$ cat src/rtl/gp_cmd_sequencer_pkg.sv
// gp_seq_pkg
// Shared types and constants for the GP command sequencer.
//   seq_state_e  : sequencer FSM states
//   err_code_e   : sequence result codes reported on err_code
//   END_OPCODE   : opcode that terminates a sequence without dispatch
//   get_opcode() : opcode field of an assembled 64-bit command

package gp_seq_pkg;

    localparam int GP_WORD_WIDTH  = 32;
    localparam int GP_ADDR_WIDTH  = 8;
    localparam int GP_CNT_WIDTH   = 8;
    localparam int GP_OPC_WIDTH   = 4;
    localparam int GP_RETRY_LIMIT = 15;

    localparam logic [GP_OPC_WIDTH-1:0] END_OPCODE = 4'hF;

    typedef enum logic [2:0] {
        ST_IDLE      = 3'd0,
        ST_RD_REQ    = 3'd1,
        ST_RD_WAIT   = 3'd2,
        ST_DISPATCH  = 3'd3,
        ST_EXEC_WAIT = 3'd4,
        ST_FINISH    = 3'd5
    } seq_state_e;

    typedef enum logic [1:0] {
        ERR_OK         = 2'd0,
        ERR_EXEC       = 2'd1,
        ERR_RD_TIMEOUT = 2'd2,
        ERR_ABORTED    = 2'd3
    } err_code_e;

    // Opcode sits in the top bits of the hi word.
    function automatic logic [GP_OPC_WIDTH-1:0] get_opcode(
        input logic [2*GP_WORD_WIDTH-1:0] cmd
    );
        return GP_OPC_WIDTH'(cmd >> (2*GP_WORD_WIDTH - GP_OPC_WIDTH));
    endfunction

endpackage

$ cat src/rtl/gp_cmd_word_latch.sv
// gp_cmd_word_latch
// Holds the two buffer words of the command being fetched and presents them
// as one assembled command. The words only change on a read hit, so the
// command stays stable for the whole dispatch handshake.
// Ports:
//   clk, rst_n : clock, async active-low reset (clears both words)
//   lo_we      : capture wr_data as the lo word
//   hi_we      : capture wr_data as the hi word
//   wr_data    : buffer read data
//   cmd        : assembled command {hi, lo}
//   opcode     : opcode field of cmd

module gp_cmd_word_latch #(
    parameter int WORD_WIDTH = 32,
    parameter int OPC_WIDTH  = 4
) (
    input  logic                    clk,
    input  logic                    rst_n,
    input  logic                    lo_we,
    input  logic                    hi_we,
    input  logic [WORD_WIDTH-1:0]   wr_data,
    output logic [2*WORD_WIDTH-1:0] cmd,
    output logic [OPC_WIDTH-1:0]    opcode
);

    logic [WORD_WIDTH-1:0] lo_word;
    logic [WORD_WIDTH-1:0] hi_word;

    always_ff @(posedge clk or negedge rst_n) begin
        if (!rst_n) begin
            lo_word <= '0;
            hi_word <= '0;
        end else begin
            if (lo_we) begin
                lo_word <= wr_data;
            end
            if (hi_we) begin
                hi_word <= wr_data;
            end
        end
    end

    assign cmd    = {hi_word, lo_word};
    assign opcode = hi_word[WORD_WIDTH-1 -: OPC_WIDTH];

endmodule

$ cat src/rtl/gp_cmd_sequencer.sv
// gp_cmd_sequencer
// Walks the command buffer from a base address, fetching two words per
// command, hands each command to the execution unit over valid/ready and
// waits for its completion before fetching the next one. Missed buffer
// reads are re-issued up to a retry limit.
// Ports:
//   clk, rst_n            : clock, async active-low reset
//   start, base_addr,
//   cmd_count             : sequence request (accepted only when idle)
//   abort                 : abort request pulse
//   rd_en, rd_addr        : buffer read request (one-cycle pulse)
//   rd_valid, rd_data     : buffer read response, one cycle after rd_en
//   exec_valid, exec_cmd,
//   exec_ready            : command handshake to the execution unit
//   exec_done, exec_err   : completion of the accepted command
//   busy, done, err_code,
//   cmd_idx               : sequence status
//
// state        | meaning
// -------------+----------------------------------------------------------
// ST_IDLE      | waiting for start
// ST_RD_REQ    | rd_en high, read of ptr+word_sel in flight
// ST_RD_WAIT   | sampling rd_valid; hit stores the word, miss re-issues
// ST_DISPATCH  | END check, then exec_valid held until exec_ready
// ST_EXEC_WAIT | waiting for exec_done of the accepted command
// ST_FINISH    | done pulse, status holds, back to idle

module gp_cmd_sequencer #(
    parameter int WORD_WIDTH  = gp_seq_pkg::GP_WORD_WIDTH,
    parameter int ADDR_WIDTH  = gp_seq_pkg::GP_ADDR_WIDTH,
    parameter int CNT_WIDTH   = gp_seq_pkg::GP_CNT_WIDTH,
    parameter int OPC_WIDTH   = gp_seq_pkg::GP_OPC_WIDTH,
    parameter logic [OPC_WIDTH-1:0] END_OPCODE = gp_seq_pkg::END_OPCODE,
    parameter int RETRY_LIMIT = gp_seq_pkg::GP_RETRY_LIMIT
) (
    input  logic                    clk,
    input  logic                    rst_n,
    input  logic                    start,
    input  logic [ADDR_WIDTH-1:0]   base_addr,
    input  logic [CNT_WIDTH-1:0]    cmd_count,
    input  logic                    abort,
    output logic                    rd_en,
    output logic [ADDR_WIDTH-1:0]   rd_addr,
    input  logic                    rd_valid,
    input  logic [WORD_WIDTH-1:0]   rd_data,
    output logic                    exec_valid,
    output logic [2*WORD_WIDTH-1:0] exec_cmd,
    input  logic                    exec_ready,
    input  logic                    exec_done,
    input  logic                    exec_err,
    output logic                    busy,
    output logic                    done,
    output logic [1:0]              err_code,
    output logic [CNT_WIDTH-1:0]    cmd_idx
);

    import gp_seq_pkg::*;

    localparam int RTY_W = $clog2(RETRY_LIMIT + 1);

    seq_state_e            state;
    logic [ADDR_WIDTH-1:0] ptr;
    logic [CNT_WIDTH-1:0]  remaining;
    logic                  word_sel;
    logic [RTY_W-1:0]      retry_left;
    logic                  abort_pend;

    logic                  abort_now;
    logic [ADDR_WIDTH-1:0] base_even;
    logic [ADDR_WIDTH-1:0] word_addr;
    logic                  rd_hit;
    logic                  lo_we;
    logic                  hi_we;
    logic [OPC_WIDTH-1:0]  opcode;

    // A same-cycle abort counts as well as one latched earlier, which gives
    // abort priority over rd_valid, exec_done and timeout in that cycle.
    assign abort_now = abort || abort_pend;
    assign base_even = base_addr & ~ADDR_WIDTH'(1);
    assign word_addr = ptr + ADDR_WIDTH'(word_sel);

    assign rd_hit = (state == ST_RD_WAIT) && rd_valid && !abort_now;
    assign lo_we  = rd_hit && !word_sel;
    assign hi_we  = rd_hit && word_sel;

    gp_cmd_word_latch #(
        .WORD_WIDTH (WORD_WIDTH),
        .OPC_WIDTH  (OPC_WIDTH)
    ) u_word_latch (
        .clk     (clk),
        .rst_n   (rst_n),
        .lo_we   (lo_we),
        .hi_we   (hi_we),
        .wr_data (rd_data),
        .cmd     (exec_cmd),
        .opcode  (opcode)
    );

    always_ff @(posedge clk or negedge rst_n) begin
        if (!rst_n) begin
            state      <= ST_IDLE;
            ptr        <= '0;
            remaining  <= '0;
            word_sel   <= 1'b0;
            retry_left <= '0;
            abort_pend <= 1'b0;
            rd_en      <= 1'b0;
            rd_addr    <= '0;
            exec_valid <= 1'b0;
            busy       <= 1'b0;
            done       <= 1'b0;
            err_code   <= ERR_OK;
            cmd_idx    <= '0;
        end else begin
            rd_en <= 1'b0;
            done  <= 1'b0;

            if (state != ST_IDLE && abort) begin
                abort_pend <= 1'b1;
            end

            case (state)
                ST_IDLE: begin
                    // Start wins over a same-cycle abort; the abort is dropped.
                    if (start) begin
                        ptr        <= base_even;
                        remaining  <= cmd_count;
                        word_sel   <= 1'b0;
                        cmd_idx    <= '0;
                        err_code   <= ERR_OK;
                        retry_left <= RTY_W'(RETRY_LIMIT);
                        abort_pend <= 1'b0;
                        if (cmd_count == '0) begin
                            state <= ST_FINISH;
                            done  <= 1'b1;
                            busy  <= 1'b0;
                        end else begin
                            state   <= ST_RD_REQ;
                            busy    <= 1'b1;
                            rd_en   <= 1'b1;
                            rd_addr <= base_even;
                        end
                    end
                end

                ST_RD_REQ: begin
                    if (abort_now) begin
                        state    <= ST_FINISH;
                        done     <= 1'b1;
                        busy     <= 1'b0;
                        err_code <= ERR_ABORTED;
                    end else begin
                        state <= ST_RD_WAIT;
                    end
                end

                ST_RD_WAIT: begin
                    if (abort_now) begin
                        state    <= ST_FINISH;
                        done     <= 1'b1;
                        busy     <= 1'b0;
                        err_code <= ERR_ABORTED;
                    end else if (rd_valid) begin
                        retry_left <= RTY_W'(RETRY_LIMIT);
                        if (!word_sel) begin
                            word_sel <= 1'b1;
                            state    <= ST_RD_REQ;
                            rd_en    <= 1'b1;
                            rd_addr  <= ptr + ADDR_WIDTH'(1);
                        end else begin
                            state <= ST_DISPATCH;
                        end
                    end else if (retry_left == RTY_W'(1)) begin
                        // This miss is the RETRY_LIMIT-th in a row.
                        state    <= ST_FINISH;
                        done     <= 1'b1;
                        busy     <= 1'b0;
                        err_code <= ERR_RD_TIMEOUT;
                    end else begin
                        retry_left <= retry_left - RTY_W'(1);
                        state      <= ST_RD_REQ;
                        rd_en      <= 1'b1;
                        rd_addr    <= word_addr;
                    end
                end

                ST_DISPATCH: begin
                    // The hi word lands on entry, so the END check happens
                    // here, one cycle before exec_valid can rise.
                    if (!exec_valid) begin
                        if (opcode == END_OPCODE) begin
                            state    <= ST_FINISH;
                            done     <= 1'b1;
                            busy     <= 1'b0;
                            err_code <= abort_now ? ERR_ABORTED : ERR_OK;
                        end else begin
                            exec_valid <= 1'b1;
                        end
                    end else if (exec_ready) begin
                        // A raised exec_valid is never withdrawn; a pending
                        // abort only takes effect once the command is taken.
                        exec_valid <= 1'b0;
                        if (abort_now) begin
                            state    <= ST_FINISH;
                            done     <= 1'b1;
                            busy     <= 1'b0;
                            err_code <= ERR_ABORTED;
                        end else begin
                            state <= ST_EXEC_WAIT;
                        end
                    end
                end

                ST_EXEC_WAIT: begin
                    if (abort_now) begin
                        state    <= ST_FINISH;
                        done     <= 1'b1;
                        busy     <= 1'b0;
                        err_code <= ERR_ABORTED;
                    end else if (exec_done) begin
                        if (exec_err) begin
                            state    <= ST_FINISH;
                            done     <= 1'b1;
                            busy     <= 1'b0;
                            err_code <= ERR_EXEC;
                        end else begin
                            ptr       <= ptr + ADDR_WIDTH'(2);
                            remaining <= remaining - CNT_WIDTH'(1);
                            cmd_idx   <= cmd_idx + CNT_WIDTH'(1);
                            word_sel  <= 1'b0;
                            if (remaining == CNT_WIDTH'(1)) begin
                                state    <= ST_FINISH;
                                done     <= 1'b1;
                                busy     <= 1'b0;
                                err_code <= ERR_OK;
                            end else begin
                                state   <= ST_RD_REQ;
                                rd_en   <= 1'b1;
                                rd_addr <= ptr + ADDR_WIDTH'(2);
                            end
                        end
                    end
                end

                ST_FINISH: begin
                    state      <= ST_IDLE;
                    abort_pend <= 1'b0;
                end

                default: begin
                    state <= ST_IDLE;
                end
            endcase
        end
    end

endmodule

$ cat config.mk
export PLATFORM = sky130hd
export DESIGN_NAME = gp_cmd_sequencer
export DESIGN_NICKNAME = d
export VERILOG_FILES = /design/src/rtl/gp_cmd_sequencer_pkg.sv /design/src/rtl/gp_cmd_word_latch.sv /design/src/rtl/gp_cmd_sequencer.sv
export SDC_FILE = /design/constraint.sdc
export NUM_CORES = 1
export LEC_CHECK = 0
export BUFFER_PORTS_ARGS = -buffer_cell sky130_fd_sc_hd__buf_2
export CAP_MARGIN = 10
export CORE_MARGIN = 2
export CORE_UTILIZATION = 58
export DETAILED_ROUTE_END_ITERATION = 10
export PLACE_DENSITY = 0.86
export SETUP_SLACK_MARGIN = 0.4
export SLEW_MARGIN = 20
export SYNTH_ARGS = -nofsm -noshare
export SYNTH_HDL_FRONTEND = slang
export SYNTH_HIERARCHICAL = 1
export SYNTH_SLANG_ARGS = --single-unit
$ cat constraint.sdc
create_clock -name clk -period 4.2 [get_ports clk]
set_input_delay 0.21 -clock clk [delete_from_list [all_inputs] [get_ports clk]]
set_output_delay 0.21 -clock clk [all_outputs]
set_load 0.02 [all_outputs]
==> results of run 1 <==
==> area by class of cell <==
| cell class | instances | area (um^2) | share of cell area [%] |
|---|---|---|---|
| clock buffers | 9 | 124 | 1.93 |
| clock inverters | 7 | 73.8 | 1.15 |
| inverters | 12 | 45.0 | 0.702 |
| multi-input cells | 309 | 2510 | 39.1 |
| flip-flops and latches | 110 | 2750 | 42.9 |
| well taps | 129 | 161 | 2.52 |
| repair buffers | 146 | 748 | 11.7 |
==> state kept, by name, summed over array words and instances, names as in the netlist <==
signal,flops
u_word_latch/hi_word,32
cmd_idx,8
done,1
err_code,2
rd_en,1
ptr,7
exec_valid,1
u_word_latch/lo_word,32
abort_pend,1
state,3
retry_left,4
remaining,8
busy,1
word_sel,1
rd_addr,8
==> worst max path at each step <==
| stage | slack (ps) | start | end |
|---|---|---|---|
| after detailed placement | 1440 | state[1] | rd_addr[6] |
| after CTS | 1430 | state[1] | rd_addr[7] |
| after global routing | 1190 | state[1] | rd_addr[7] |
| after global placement | 1510 | state[1] | rd_addr[2] |
| final | 1400 | state[1] | rd_addr[7] |
| after floorplan | 2080 | state[2] | u_word_latch/hi_word[10] |
==> routing by layer <==
layer / track usage [%] / vias to the layer above
met5: 0 / -
met3: 6.29 / 28
li1: - / 1900
met4: 8.82 / 0
met1: 30.0 / 2068
met2: 42.5 / 171
==> worst register-to-register path: cells and delay by family, from the launching register on <==
family | cells | cell delay, ps
compound gates | 1 | 630
flops | 1 | 760
mux | 1 | 320
simple gates | 3 | 990
==> power by group through the flow <==
stage                     Clock [mW]  Sequential (mW)  Combinational [mW]
after floorplan                    0             2.22                1.20
after global placement             0             1.86                2.10
after detailed placement           0             1.90                2.18
after CTS                      0.651             1.88                2.19
after global routing           0.699             1.95                2.35
final                          0.641             1.89                2.18
==> synthesized netlist by cell type, types with 5 or more instances <==
cell type	instances	share of area, %
mux2_2	6	1.2
buf_2	9	0.81
a21oi_1	23	2.1
nand2_1	26	1.8
mux2_4	67	18
ha_1	7	1.6
nor3_1	11	0.99
nor2_1	39	2.6
buf_4	6	0.81
and3_1	6	0.68
inv_1	12	0.81
o21ai_0	34	3.1
a221o_1	5	0.90
a31oi_1	8	0.90
dfrtp_1	110	50
nand3_1	6	0.54
buf_12	6	2.2
==> logic make-up after synthesis <==
| family | count (synthesis) |
|---|---|
| other | 1 |
| flip-flops | 110 |
| buffers and inverters | 42 |
| adder cells (fa/ha/maj) | 7 |
| XOR/XNOR | 6 |
| AND/OR/NAND/NOR | 119 |
| multiplexers | 76 |
| AO/OA/AOI/OAI | 100 |
==> run summary, run 1 <==
EDFF count, synth: 0
Synth Area in Compound Gates: 11.2%
DP Worst Slack: 1440 ps
full die area: 0.0104 mm^2
slew margin rel.: 32.8%
Synth Area in Simple Gates: 11.0%
gr usage total: 24.6%
leading register cell type out of synthesis: dfrtp_1
path length in cells of the critical path: 5
final net count: 651
Post-DRT Antenna Nets: 0
Logic pwr share: 46.3%
Pwr Total: 4.71 mW
post-synthesis sequential area ratio: 49.5%
metal3 WL: 875 um
internal power: 2.72 mW
first drt pass iteration count: 6
input/output buffers: 140
Reg2Reg Setup Slack: 1400 ps
worst vdd ir: 0.000277 V
Resize count post-CTS: 0
Max Freq: 357 MHz
HP Class: input port to async pin
vias in the first global route: 4,171
CTS tree: yes
clock buffer depth: 2
number of fill cells in the layout: 727
sw frac: 42.2%
DR vias: 4,167
Crit Path Category: flip-flop to flip-flop
GRT overflow: 0
total core area: 0.00928 mm^2
RSZ-0062 raised after global routing: false
final worst slack: 1400 ps
antenna violations before repair: 0
final period utilization: 66.7%
Worst path top cell family by delay: simple AND/OR/NAND/NOR gates
Area growth, synth to finish: 15.4%
status: finished with violations
xor/xnor cell area share of the yosys netlist: 0.945%
Avg Inst Size Synth: 12.1 um^2
Final TNS setup: 0 ps
Starting Density: 59.9%
final hold slack: -8.07 ps
sequential share of power: 40.1%
Syn. warnings: 6
most frequent cells in the layout: 139 x buf_2, 110 x dfrtp_1, 67 x mux2_4
buffer count from post-CTS setup fixing: 0
CTS Buf Count: 9
Net Count, Synth: 524
clock power share: 13.6%
cells on worst reg2reg path: 5
WL/cell: 17.7 um
Post-Synthesis Cells: 461
largest family of logic cells by synthesized area: multiplexers
Psw: 1.99 mW
first-pass GRT wire length: 20,000 um
global placement routability congestion: 0.895
metal2 WL: 6470 um
Critical R2R Launch: state[1]
ys async rst share: 100%
Fin. Hold Viols: 5
Final min period: 2800 ps
CP startpoint kind: flip-flop
Clock Tree Root: clkbuf_8
adder-cell share of the synthesized area: 1.58%
largest net degree at the start of global routing: 82
routed wire length: 12,800 um
worst path cell trace: or3b_1 -> o221a_1 -> nand3_2 -> nand2_4 -> mux2_4
Die Span Y: 102 um
highest routed layer: met4
clock tree sinks: 110
commonest non-fill, non-tap cell in the layout: buf_2
CP max-delay cell: dfrtp_1
CP endpoint kind: flip-flop
final setup violation count: 0
R2R Path End: rd_addr[7]
hold_buf cts: 0
layout cells sized above 1: 41.8%
Starting DRT DRC Count: 164
# DRC: 0
ant diodes: 0
placed cells: 706
worst path required time: 4460 ps
largest stage delay on the critical path: 760 ps
Ports: 142
failing checks: hold timing
H-tree lvl count: 3
Layout Skew: 16.9 ps
routed metal-1 wire length: 5200 um
post-synthesis mux area share: 20.1%
# rows: 35
maximum capacitance violations: 0
Pwr Density: 734 mW/mm^2
DP Area: 0.00622 mm^2
design area: 0.00642 mm^2
leakage power: 3.25 nW
#FFs+latches synth: 110
clock-pin slew reported for the worst setup and hold paths after clock tree synthesis: 110 ps
Worst-Margin Slew: 1010 ps
worst skew pair latency: 380 ps
Final Util: 69.1%
DPL Wire Length: 9130 um
DIE WIDTH: 102 um
Distinct cells, synth: 60
mapped cell area: 0.00556 mm^2
Pins Over Slew Limit: 0
CP max FO: 22
WP buf/inv: 0
critical path data arrival time: 3060 ps
Finished Layout Cells: 722
vias per inst: 5.77
Note: power is estimated with default switching activity, not from simulation.
==> run 2: changes to the inputs <==
--- a/config.mk
+++ b/config.mk
@@ -5,12 +5,13 @@
 export SDC_FILE = /design/constraint.sdc
 export NUM_CORES = 1
 export LEC_CHECK = 0
+export ABC_AREA = 1
 export BUFFER_PORTS_ARGS = -buffer_cell sky130_fd_sc_hd__buf_2
 export CAP_MARGIN = 10
 export CORE_MARGIN = 2
-export CORE_UTILIZATION = 58
+export CORE_UTILIZATION = 48
 export DETAILED_ROUTE_END_ITERATION = 10
-export PLACE_DENSITY = 0.86
+export PLACE_DENSITY = 0.76
 export SETUP_SLACK_MARGIN = 0.4
 export SLEW_MARGIN = 20
 export SYNTH_ARGS = -nofsm -noshare
==> constraint.sdc (replaced) <==
create_clock -name clk -period 2.4 [get_ports clk]
set_input_delay 0.12 -clock clk [delete_from_list [all_inputs] [get_ports clk]]
set_output_delay 0.12 -clock clk [all_outputs]
set_load 0.02 [all_outputs]
==> run summary, run 2 <==
input/output buffers: 140 (unchanged)
Starting Density: 49.6% (-10 points)
area fraction of the dominant cell type after synthesis: 48.4% (-1.1 points)
leakage power: 4.00 nW (+23%)
DIE WIDTH: 113 um (+11%)
DPL Wire Length: 9480 um (+3.8%)
final setup violation count: 0 (unchanged)
CTS Buf Count: 9 (unchanged)
WL/cell: 13.7 um (-23%)
first drt pass iteration count: 5 (-1)
post-synthesis sequential area ratio: 48.4% (-1.1 points)
worst path required time: 2640 ps (-1820 ps)
Worst-Margin Slew: 600 ps (-408 ps)
#FFs+latches synth: 110 (unchanged)
clock-pin slew reported for the worst setup and hold paths after clock tree synthesis: 80 ps (-30 ps)
Final Util: 61.6% (-7.5 points)
vias in the first global route: 4,987 (+20%)
ys async rst share: 100% (unchanged)
Ports: 142 (unchanged)
CTS tree: yes
Pins Over Slew Limit: 0 (unchanged)
HP Class: input port to flip-flop
H-tree lvl count: 3 (unchanged)
global placement routability congestion: 0.923 (+3.0%)
Post-Synthesis Cells: 733 (+59%)
Crit Path Category: flip-flop to flip-flop
first-pass GRT wire length: 23,700 um (+18%)
synth cell count leaders: 333 x nand2_1, 110 x dfrtp_1, 50 x inv_1, 48 x nor2_1, 43 x nand3_1
mapped cell area: 0.00569 mm^2 (+2.3%)
largest cells by area after synthesis: dfrtp_1 48%, nand2_1 22%, nand3_1 3.8%
Clock Tree Root: clkbuf_16
# DRC: 0 (unchanged)
worst skew pair latency: 360 ps (-20 ps)
# rows: 39 (+11%)
Syn. warnings: 6 (unchanged)
Area growth, synth to finish: 24.2%
Net Count, Synth: 796 (+52%)
commonest non-fill, non-tap cell in the layout: nand2_1
largest registers: u_word_latch/hi_word x32, u_word_latch/lo_word x32
slew margin rel.: 60.0% (+27 points)
maximum capacitance violations: 0 (unchanged)
Post-DRT Antenna Nets: 0 (unchanged)
leading register cell type out of synthesis: dfrtp_1
worst vdd ir: 0.000612 V (+120%)
DP Area: 0.00641 mm^2 (+3.1%)
antenna violations before repair: 0 (unchanged)
status: finished, final reports clean
Pwr Total: 7.29 mW (+55%)
Starting DRT DRC Count: 344 (+110%)
number of fill cells in the layout: 1,014 (+39%)
CP startpoint kind: flip-flop
ant diodes: 0 (unchanged)
Layout Skew: 10.1 ps (-6.74 ps)
RSZ-0062 raised after global routing: false
full die area: 0.0127 mm^2 (+23%)
design area: 0.00706 mm^2 (+10%)
clock buffer depth: 2 (unchanged)
clock tree sinks: 110 (unchanged)
Final min period: 1850 ps (-949 ps)
GRT overflow: 0 (unchanged)
largest net degree at the start of global routing: 67 (-18%)
Fin. Hold Viols: 0 (-5)
most frequent cells in the layout: 333 x nand2_1, 139 x buf_2, 109 x dfrtp_1
Yosys top cell by area: dfrtp_1
DR vias: 5,256 (+26%)
buffer count from post-CTS setup fixing: 0 (unchanged)
CP max FO: 32 (+45%)
routed wire length: 14,300 um (+12%)
critical path data arrival time: 2100 ps (-960 ps)
gr usage total: 22.9% (-1.7 points)
Max Freq: 540 MHz (+51%)
Distinct cells, synth: 38 (-37%)
total core area: 0.0115 mm^2 (+24%)
Die Span Y: 113 um (+11%)
final period utilization: 77.2% (+10 points)
EDFF count, synth: 0 (unchanged)
CP endpoint kind: flip-flop
vias per inst: 5.02 (-13%)
most common cell in the netlist: nand2_1
Final TNS setup: 0 ps (unchanged)
Pwr Density: 1030 mW/mm^2 (+41%)
Avg Inst Size Synth: 7.76 um^2 (-36%)
final net count: 961 (+48%)
layout cells sized above 1: 23.0% (-19 points)
[run 2: changes by cell type in the layout (fill, tap and decap cells not counted), sizes merged, moves of 6 or more]
cell         before  now
nand2            27  353
mux2             73    0
inv              17   62
nand3             7   47
dlygate4sd3       0   33
a21oi            23    6
nor2             39   53
nand4             3   12
a31oi             8    1
nor3             11    4
and3              6    0
[run 2: final cells by class]
class | instances | area [um^2] | share of cell area (%)
Sequential cell | 110 | 2750 | 39.0
Timing Repair Buffer | 182 | 1160 | 16.4
Tap cell | 143 | 179 | 2.53
Clock buffer | 10 | 229 | 3.24
Inverter | 58 | 235 | 3.33
Multi-Input combinational cell | 537 | 2460 | 34.8
Clock inverter | 6 | 52.6 | 0.744
[run 2: final timing paths]
| path | startpoint | cells past startpoint | slack [ps] | end |
|---|---|---|---|---|
| worst max-delay path | state[0] | 9 | 550 | u_word_latch/lo_word[30] |
| worst min-delay path | cmd_count[3] | 3 | 50 | remaining[3] |
| worst max register to register | state[0] | 9 | 550 | u_word_latch/lo_word[30] |
| worst min register to register | u_word_latch/lo_word[22] | 2 | 470 | u_word_latch/lo_word[22] |
| max in group asynchronous | rst_n | 3 | 1340 | state[0] |
| min in group asynchronous | rst_n | 2 | 300 | u_word_latch/lo_word[13] |
[run 2: cells by family after synthesis]
group / synth area share [%]
flip-flops: 48.4
adder cells (fa/ha/maj): 1.54
AO/OA/AOI/OAI: 5.43
buffers and inverters: 8.64
XOR/XNOR: 0.616
other: 0.0659
AND/OR/NAND/NOR: 35.3
[run 2: repair_timing]
item,4_1_cts,5_1_grt
resized for setup,0,5
hold buffers,33,0
endpoints found under the hold margin,107,0
endpoints found under the setup margin,0,64
[run 2: worst max-delay path, cell delays in order, from the launching register on]
cell	delay (ps)
dfrtp_2	470
inv_2	130
nand3_4	170
inv_6	160
nand3_2	130
nor2_4	210
buf_12	200
inv_8	110
nand2_1	90
nand2_1	60
[run 2: power breakdown]
part           switching [mW]  leakage (nW)  internal [mW]
registers               0.359          1.46           2.38
logic                    2.08          2.41           1.04
clock network           0.708         0.132          0.723
[run 2: metal layers]
metal	global-route usage, %	wire length (um)
met1	30.5	6420
met2	37.9	6770
met3	3.21	763
met4	9.35	330
met5	0	0
[run 2: per-stage QoR]
step / hold slack (ps) / worst slack (ps) / std cells
floorplan: -176 / 729 / 733
global placement: 158 / 488 / 996
detailed placement: 164 / 466 / 996
CTS: 40.6 / 430 / 1045
global route: 58.9 / 421 / 1046
finish: 51.2 / 548 / 1046
